`src/rtl/conv_lane_accel.sv`:
```
// conv_lane_accel: multi-lane 1-D valid convolution accelerator with byte-stream loading and valid/ready result port.
//
// Ports:
//   clk        rising-edge clock
//   reset      synchronous active-high reset (clears state, counters and buffers)
//   load_r     pulse: begin image load of LANES*DEPTH bytes (lane-major)
//   load_wr    pulse: begin weight load of KLEN bytes
//   start      pulse: begin compute; relu sampled on the same cycle
//   relu       ReLU enable
//   data_in    signed load byte, qualified by in_valid
//   in_valid   data_in valid
//   in_ready   high in either load state
//   res_data   lane L result in bits [L*ACC_W +: ACC_W]
//   res_idx    output position of the presented result
//   res_valid  result valid (RESULT state)
//   res_ready  consumer ready
//   busy       state is not IDLE
//   done       one-cycle pulse after the last result is taken
//   cmd_err    one-cycle pulse when a command was ignored
//
// Build option: define CONV_LANE_SAT_EN to saturate each lane result to the
// signed DW range after ReLU; otherwise the wrapped accumulator is output.
module conv_lane_accel #(
    parameter int DW    = 8,
    parameter int LANES = 4,
    parameter int DEPTH = 16,
    parameter int KLEN  = 9,
    parameter int ACC_W = 20
) (
    input  logic                               clk,
    input  logic                               reset,
    input  logic                               load_r,
    input  logic                               load_wr,
    input  logic                               start,
    input  logic                               relu,
    input  logic [DW-1:0]                      data_in,
    input  logic                               in_valid,
    output logic                               in_ready,
    output logic [LANES*ACC_W-1:0]             res_data,
    output logic [$clog2(DEPTH-KLEN+1)-1:0]    res_idx,
    output logic                               res_valid,
    input  logic                               res_ready,
    output logic                               busy,
    output logic                               done,
    output logic                               cmd_err
);
    localparam int OUTS = DEPTH - KLEN + 1;
    localparam int IW   = $clog2(OUTS);
    localparam int PW   = (DEPTH > 1) ? $clog2(DEPTH) : 1;
    localparam int KW   = (KLEN > 1) ? $clog2(KLEN) : 1;
    localparam int LW   = (LANES > 1) ? $clog2(LANES) : 1;
`ifdef CONV_LANE_SAT_EN
    localparam logic signed [ACC_W-1:0] SAT_MAX = ACC_W'(2 ** (DW - 1) - 1);
    localparam logic signed [ACC_W-1:0] SAT_MIN = ~SAT_MAX;
`endif

    typedef enum logic [2:0] {S_IDLE, S_LOAD_IMG, S_LOAD_W, S_MAC, S_RESULT} state_t;

    state_t                  r_state, w_next;
    logic signed [DW-1:0]    r_img [LANES][DEPTH];
    logic signed [DW-1:0]    r_w [KLEN];
    logic signed [ACC_W-1:0] r_acc [LANES];
    logic signed [2*DW-1:0]  w_prod [LANES];
    logic [LW-1:0]           r_ln;
    logic [PW-1:0]           r_pos;
    logic [KW-1:0]           r_k;
    logic [IW-1:0]           r_i;
    logic                    r_relu, r_done, r_cmd_err;
    logic                    w_err, w_img_last, w_k_last, w_i_last;
    logic [PW-1:0]           w_pos;

    assign w_img_last = (r_ln == LW'(LANES - 1)) && (r_pos == PW'(DEPTH - 1));
    assign w_k_last   = r_k == KW'(KLEN - 1);
    assign w_i_last   = r_i == IW'(OUTS - 1);
    assign w_pos      = PW'(r_i) + PW'(r_k);
    // In IDLE only the lower-priority commands of a simultaneous set are dropped; elsewhere every command is.
    assign w_err      = (r_state == S_IDLE) ? (load_r ? (load_wr | start) : (load_wr & start))
                                            : (load_r | load_wr | start);

    assign in_ready  = (r_state == S_LOAD_IMG) || (r_state == S_LOAD_W);
    assign res_valid = r_state == S_RESULT;
    assign busy      = r_state != S_IDLE;
    assign res_idx   = r_i;
    assign done      = r_done;
    assign cmd_err   = r_cmd_err;

    always_comb begin
        w_next = r_state;
        case (r_state)
            S_IDLE:     w_next = load_r ? S_LOAD_IMG : load_wr ? S_LOAD_W : start ? S_MAC : S_IDLE;
            S_LOAD_IMG: w_next = (in_valid && w_img_last) ? S_IDLE : S_LOAD_IMG;
            S_LOAD_W:   w_next = (in_valid && w_k_last) ? S_IDLE : S_LOAD_W;
            S_MAC:      w_next = w_k_last ? S_RESULT : S_MAC;
            S_RESULT:   w_next = res_ready ? (w_i_last ? S_IDLE : S_MAC) : S_RESULT;
            default:    w_next = S_IDLE;
        endcase
    end

    always_ff @(posedge clk) begin
        if (reset) r_state <= S_IDLE;
        else r_state <= w_next;
    end

    always_comb begin
        for (int l = 0; l < LANES; l++)
            w_prod[l] = (2 * DW)'(r_img[l][w_pos]) * (2 * DW)'(r_w[r_k]);
    end

    always_ff @(posedge clk) begin
        if (reset) begin
            for (int l = 0; l < LANES; l++) begin
                for (int p = 0; p < DEPTH; p++) r_img[l][p] <= '0;
                r_acc[l] <= '0;
            end
            for (int k = 0; k < KLEN; k++) r_w[k] <= '0;
            r_ln      <= '0;
            r_pos     <= '0;
            r_k       <= '0;
            r_i       <= '0;
            r_relu    <= 1'b0;
            r_done    <= 1'b0;
            r_cmd_err <= 1'b0;
        end else begin
            r_done    <= (r_state == S_RESULT) && res_ready && w_i_last;
            r_cmd_err <= w_err;
            if (r_state == S_IDLE && w_next == S_MAC) r_relu <= relu;
            // Every entry into MAC (from start or after a taken result) begins a fresh sum.
            if (w_next == S_MAC && r_state != S_MAC) begin
                for (int l = 0; l < LANES; l++) r_acc[l] <= '0;
            end else if (r_state == S_MAC) begin
                for (int l = 0; l < LANES; l++) r_acc[l] <= r_acc[l] + ACC_W'(w_prod[l]);
            end
            if (r_state == S_LOAD_IMG && in_valid) begin
                r_img[r_ln][r_pos] <= data_in;
                r_pos <= (r_pos == PW'(DEPTH - 1)) ? '0 : r_pos + 1'b1;
                if (r_pos == PW'(DEPTH - 1)) r_ln <= (r_ln == LW'(LANES - 1)) ? '0 : r_ln + 1'b1;
            end
            if (r_state == S_LOAD_W && in_valid) r_w[r_k] <= data_in;
            // r_k doubles as weight write pointer and tap index; it returns to 0 at the end of each use.
            if ((r_state == S_LOAD_W && in_valid) || r_state == S_MAC) r_k <= w_k_last ? '0 : r_k + 1'b1;
            if (r_state == S_RESULT && res_ready) r_i <= w_i_last ? '0 : r_i + 1'b1;
        end
    end

    function automatic logic signed [ACC_W-1:0] fmt(input logic signed [ACC_W-1:0] a, input logic rl);
        logic signed [ACC_W-1:0] v;
        v = (rl && a[ACC_W-1]) ? '0 : a;
`ifdef CONV_LANE_SAT_EN
        v = (v > SAT_MAX) ? SAT_MAX : (v < SAT_MIN) ? SAT_MIN : v;
`endif
        return v;
    endfunction

    for (genvar g = 0; g < LANES; g++) begin : g_lane
        assign res_data[g*ACC_W +: ACC_W] = fmt(r_acc[g], r_relu);
    end
endmodule

```
`config.mk`:
```
export PLATFORM = sky130hd
export DESIGN_NAME = conv_lane_accel
export DESIGN_NICKNAME = d
export VERILOG_FILES = /design/src/rtl/conv_lane_accel.sv
export SDC_FILE = /design/constraint.sdc
export NUM_CORES = 2
export LEC_CHECK = 0
export BUFFER_PORTS_ARGS = -buffer_cell sky130_fd_sc_hd__buf_2
export CORE_MARGIN = 2
export CORE_UTILIZATION = 70
export CTS_BUF_LIST = sky130_fd_sc_hd__clkbuf_4 sky130_fd_sc_hd__clkbuf_8
export CTS_CLUSTER_DIAMETER = 50
export DETAILED_ROUTE_END_ITERATION = 8
export PLACE_DENSITY = 0.95
export SKIP_CTS_REPAIR_TIMING = 1
export SYNTH_ARGS = -nofsm -noshare
export SYNTH_HDL_FRONTEND = slang
export SYNTH_SLANG_ARGS = --single-unit
export TNS_END_PERCENT = 100
```
`constraint.sdc`:
```
create_clock -name clk -period 19.9 [get_ports clk]
set_clock_uncertainty 0.1 [all_clocks]
set_input_delay 2.985 -clock clk [delete_from_list [all_inputs] [get_ports clk]]
set_output_delay 2.985 -clock clk [all_outputs]
set_load 0.005 [all_outputs]
```
==> impl_metrics.toml <==
[setup_path]
crit_type = "flip-flop to flip-flop"
timing.critical_path.from = "r_k[0]"
cp.required_ns = 20.29
cp_data_arrival_time_ns = 9.86
critPathCaptureType = "flip-flop"
rrSetupSlack_ns = 10.43
worstSetupStartpointType = "flip-flop"
critPathMaxFanout = 58
reg2reg_from = "r_k[0]"

[timing]
finalSetupTns_ns = 0
period_needed_ns = 9.472
hold_viol_final = 0
worst_slack_ns = 10.43
drv_slew = 0
rsz0062_at_grt = "false"
holdWs_ns = 0.4016
slew-limit-headroom = 0.1332
finalCritPeriodShare = 0.4760
setup_viol = 0
worst_pin_slew_ns = 1.295
timing.fmax_ghz = 0.1056

[logic_synthesis]
synth.distinct_cells = 68
synth-seq-cells = 743
syn_nets = 4426
syn_area_um2 = 47910
synth_cells = 3856
synth_top_area_frac = 0.4387
synthFlopType = "edfxtp_1"
yosys.area.top_type = "edfxtp_1"
syn_avg_cell_area_um2 = 12.43
synthTopCellsByCount = "edfxtp_1 (700), and3_1 (518), inv_1 (386)"
yosysSeqAreaShare = 0.4567
ys_warn_count = 0
synth_edf_count = 700
synthArstFlopShare = 0
synth_area_leaders = "edfxtp_1 (44%), fa_1 (15%), mux4_2 (7.8%)"
yosysMostFrequentCell = "edfxtp_1"

[clock_tree]
htreeDepth = 3
numCtsBuffers = 112
root_buffer = "clkbuf_8"
cts_buffer_depth = 3
clk_latency_ns = 0.78
cts.sinks = 743
cts_tree = "yes"
cts.clk_slew.worst_paths_ns = 0.07

[floorplan]
core-area_um2 = 67510
ios = 104
initial_core_util = 0.7097
row_count = 95
die_area_um2 = 70560
die_w_um = 265.6
die_y_um = 265.6

[power_and_ir_drop]
p_leak_nw = 23.06
ir_drop_mv = 0.07652
finalPower_mw = 5.330
p_per_area_nw_per_um2 = 104.4

[global_routing]
antenna_found_initial = 6
overflow = 0
grt_max_degree = 110
first_global_vias = 35630
grt_pass1_wl_um = 207800
grt_usage = 0.3911

[routing]
totalWireLength_um = 136300
vias = 34290
wl_per_cell_um = 28.40
avgViaCountPerCell = 7.146
firstDrtPassIters = 9
ant_nets = 0
drt_first_iter_violations = 6164
drc = 0

[final_layout]
area_growth_pct = 6.534
fin_area_um2 = 51040
fin_util = 0.7560
layout-drive-gt1-share = 0.1465
fin_nets = 4404
instances_no_fill = 4798

[placed_design]
routabilityCongestion = 0.9129
port_buffers = 103
dpl_cell_area_um2 = 48790
place_inst = 4593
dp_hpwl_um = 81010
dp_slack_ns = 10.82

[hold_path]
min_path_type = "flip-flop to flip-flop"
min-delay-start = "r_acc[2][5]"

[status]
status = "completed"

[job]
maxCapViolations = 0
worst paths after layout:
| path | endpoint | cells past startpoint |
|---|---|---|
| worst max register to register | r_acc[0][19] | 23 |
| worst min register to register | r_acc[2][5] | 2 |
| worst max-delay path | r_acc[0][19] | 23 |
| worst min-delay path | r_acc[2][5] | 2 |
report_power, final:
group	leakage [nW]	switching, mW	internal (mW)	total, mW
logic	14.4	1.27	0.928	2.20
registers	7.52	0.0476	1.78	1.82
clock network	1.19	0.651	0.660	1.31
critical path: stages (launching register included):
cell     delay (ns)
dfxtp_1        0.40
ha_4           0.21
fa_4           1.42
buf_4          0.64
mux4_2         0.38
nand2_1        0.07
nand3_1        0.22
o21ai_1        0.29
nor2_1         1.07
fa_1           0.61
fa_1           0.52
fa_1           0.56
inv_1          0.06
fa_1           0.47
inv_1          0.04
ha_1           0.28
ha_1           0.35
and3_1         0.23
a221o_1        0.34
a31oi_1        0.19
o21ai_0        0.16
a41oi_1        0.27
xnor2_1        0.14
nor2_1         0.05
area by class of cell:
cell class / instances / area, µm²
multi-input combinational: 2433 / 23460
sequential: 743 / 21880
fill: 3242 / 16470
clock buffer: 143 / 1780
inverter: 391 / 1468
tap: 873 / 1092
timing repair buffer: 153 / 893.4
clock inverter: 61 / 469.2
antenna: 1 / 2.502
state kept, by name, summed over array words and instances, names as in the netlist, named ones only:
signal,count
r_acc,80
r_k,4
r_w,128
r_ln,2
r_img,512
cmd_err,1
r_relu,1
res_idx,3
done,1
r_state,3
r_pos,4
cell usage in the layout (no fill, tap or decap), types with 79 or more instances in the layout:
master,instances
a21o_1,84
a21oi_1,79
and2_1,163
and3_1,518
buf_2,102
clkbuf_8,113
edfxtp_1,700
fa_1,356
ha_1,192
inv_1,386
mux4_2,165
nand2_1,216
nor2_1,236
layer usage:
| metal | part of all wire | track usage | wire length, µm | up-vias |
|---|---|---|---|---|
| met3 | 0.15 | 0.1231 | 20860 | 974 |
| met2 | 0.46 | 0.6206 | 63190 | 3684 |
| met5 | 0.00042 | 0 | 57 | - |
| met4 | 0.077 | 0.2343 | 10510 | 8 |
| met1 | 0.31 | 0.4745 | 41640 | 16250 |
| li1 | - | - | - | 13370 |
cells by family after synthesis:
group	after synthesis	synth area share
buffers and inverters	680	0.05641
multiplexers	186	0.08414
XOR/XNOR	84	0.01575
adder cells (fa/ha/maj)	555	0.2008
AND/OR/NAND/NOR	1306	0.1455
flip-flops	743	0.4567
AO/OA/AOI/OAI	302	0.04074
(Power assumes the default switching activity.)
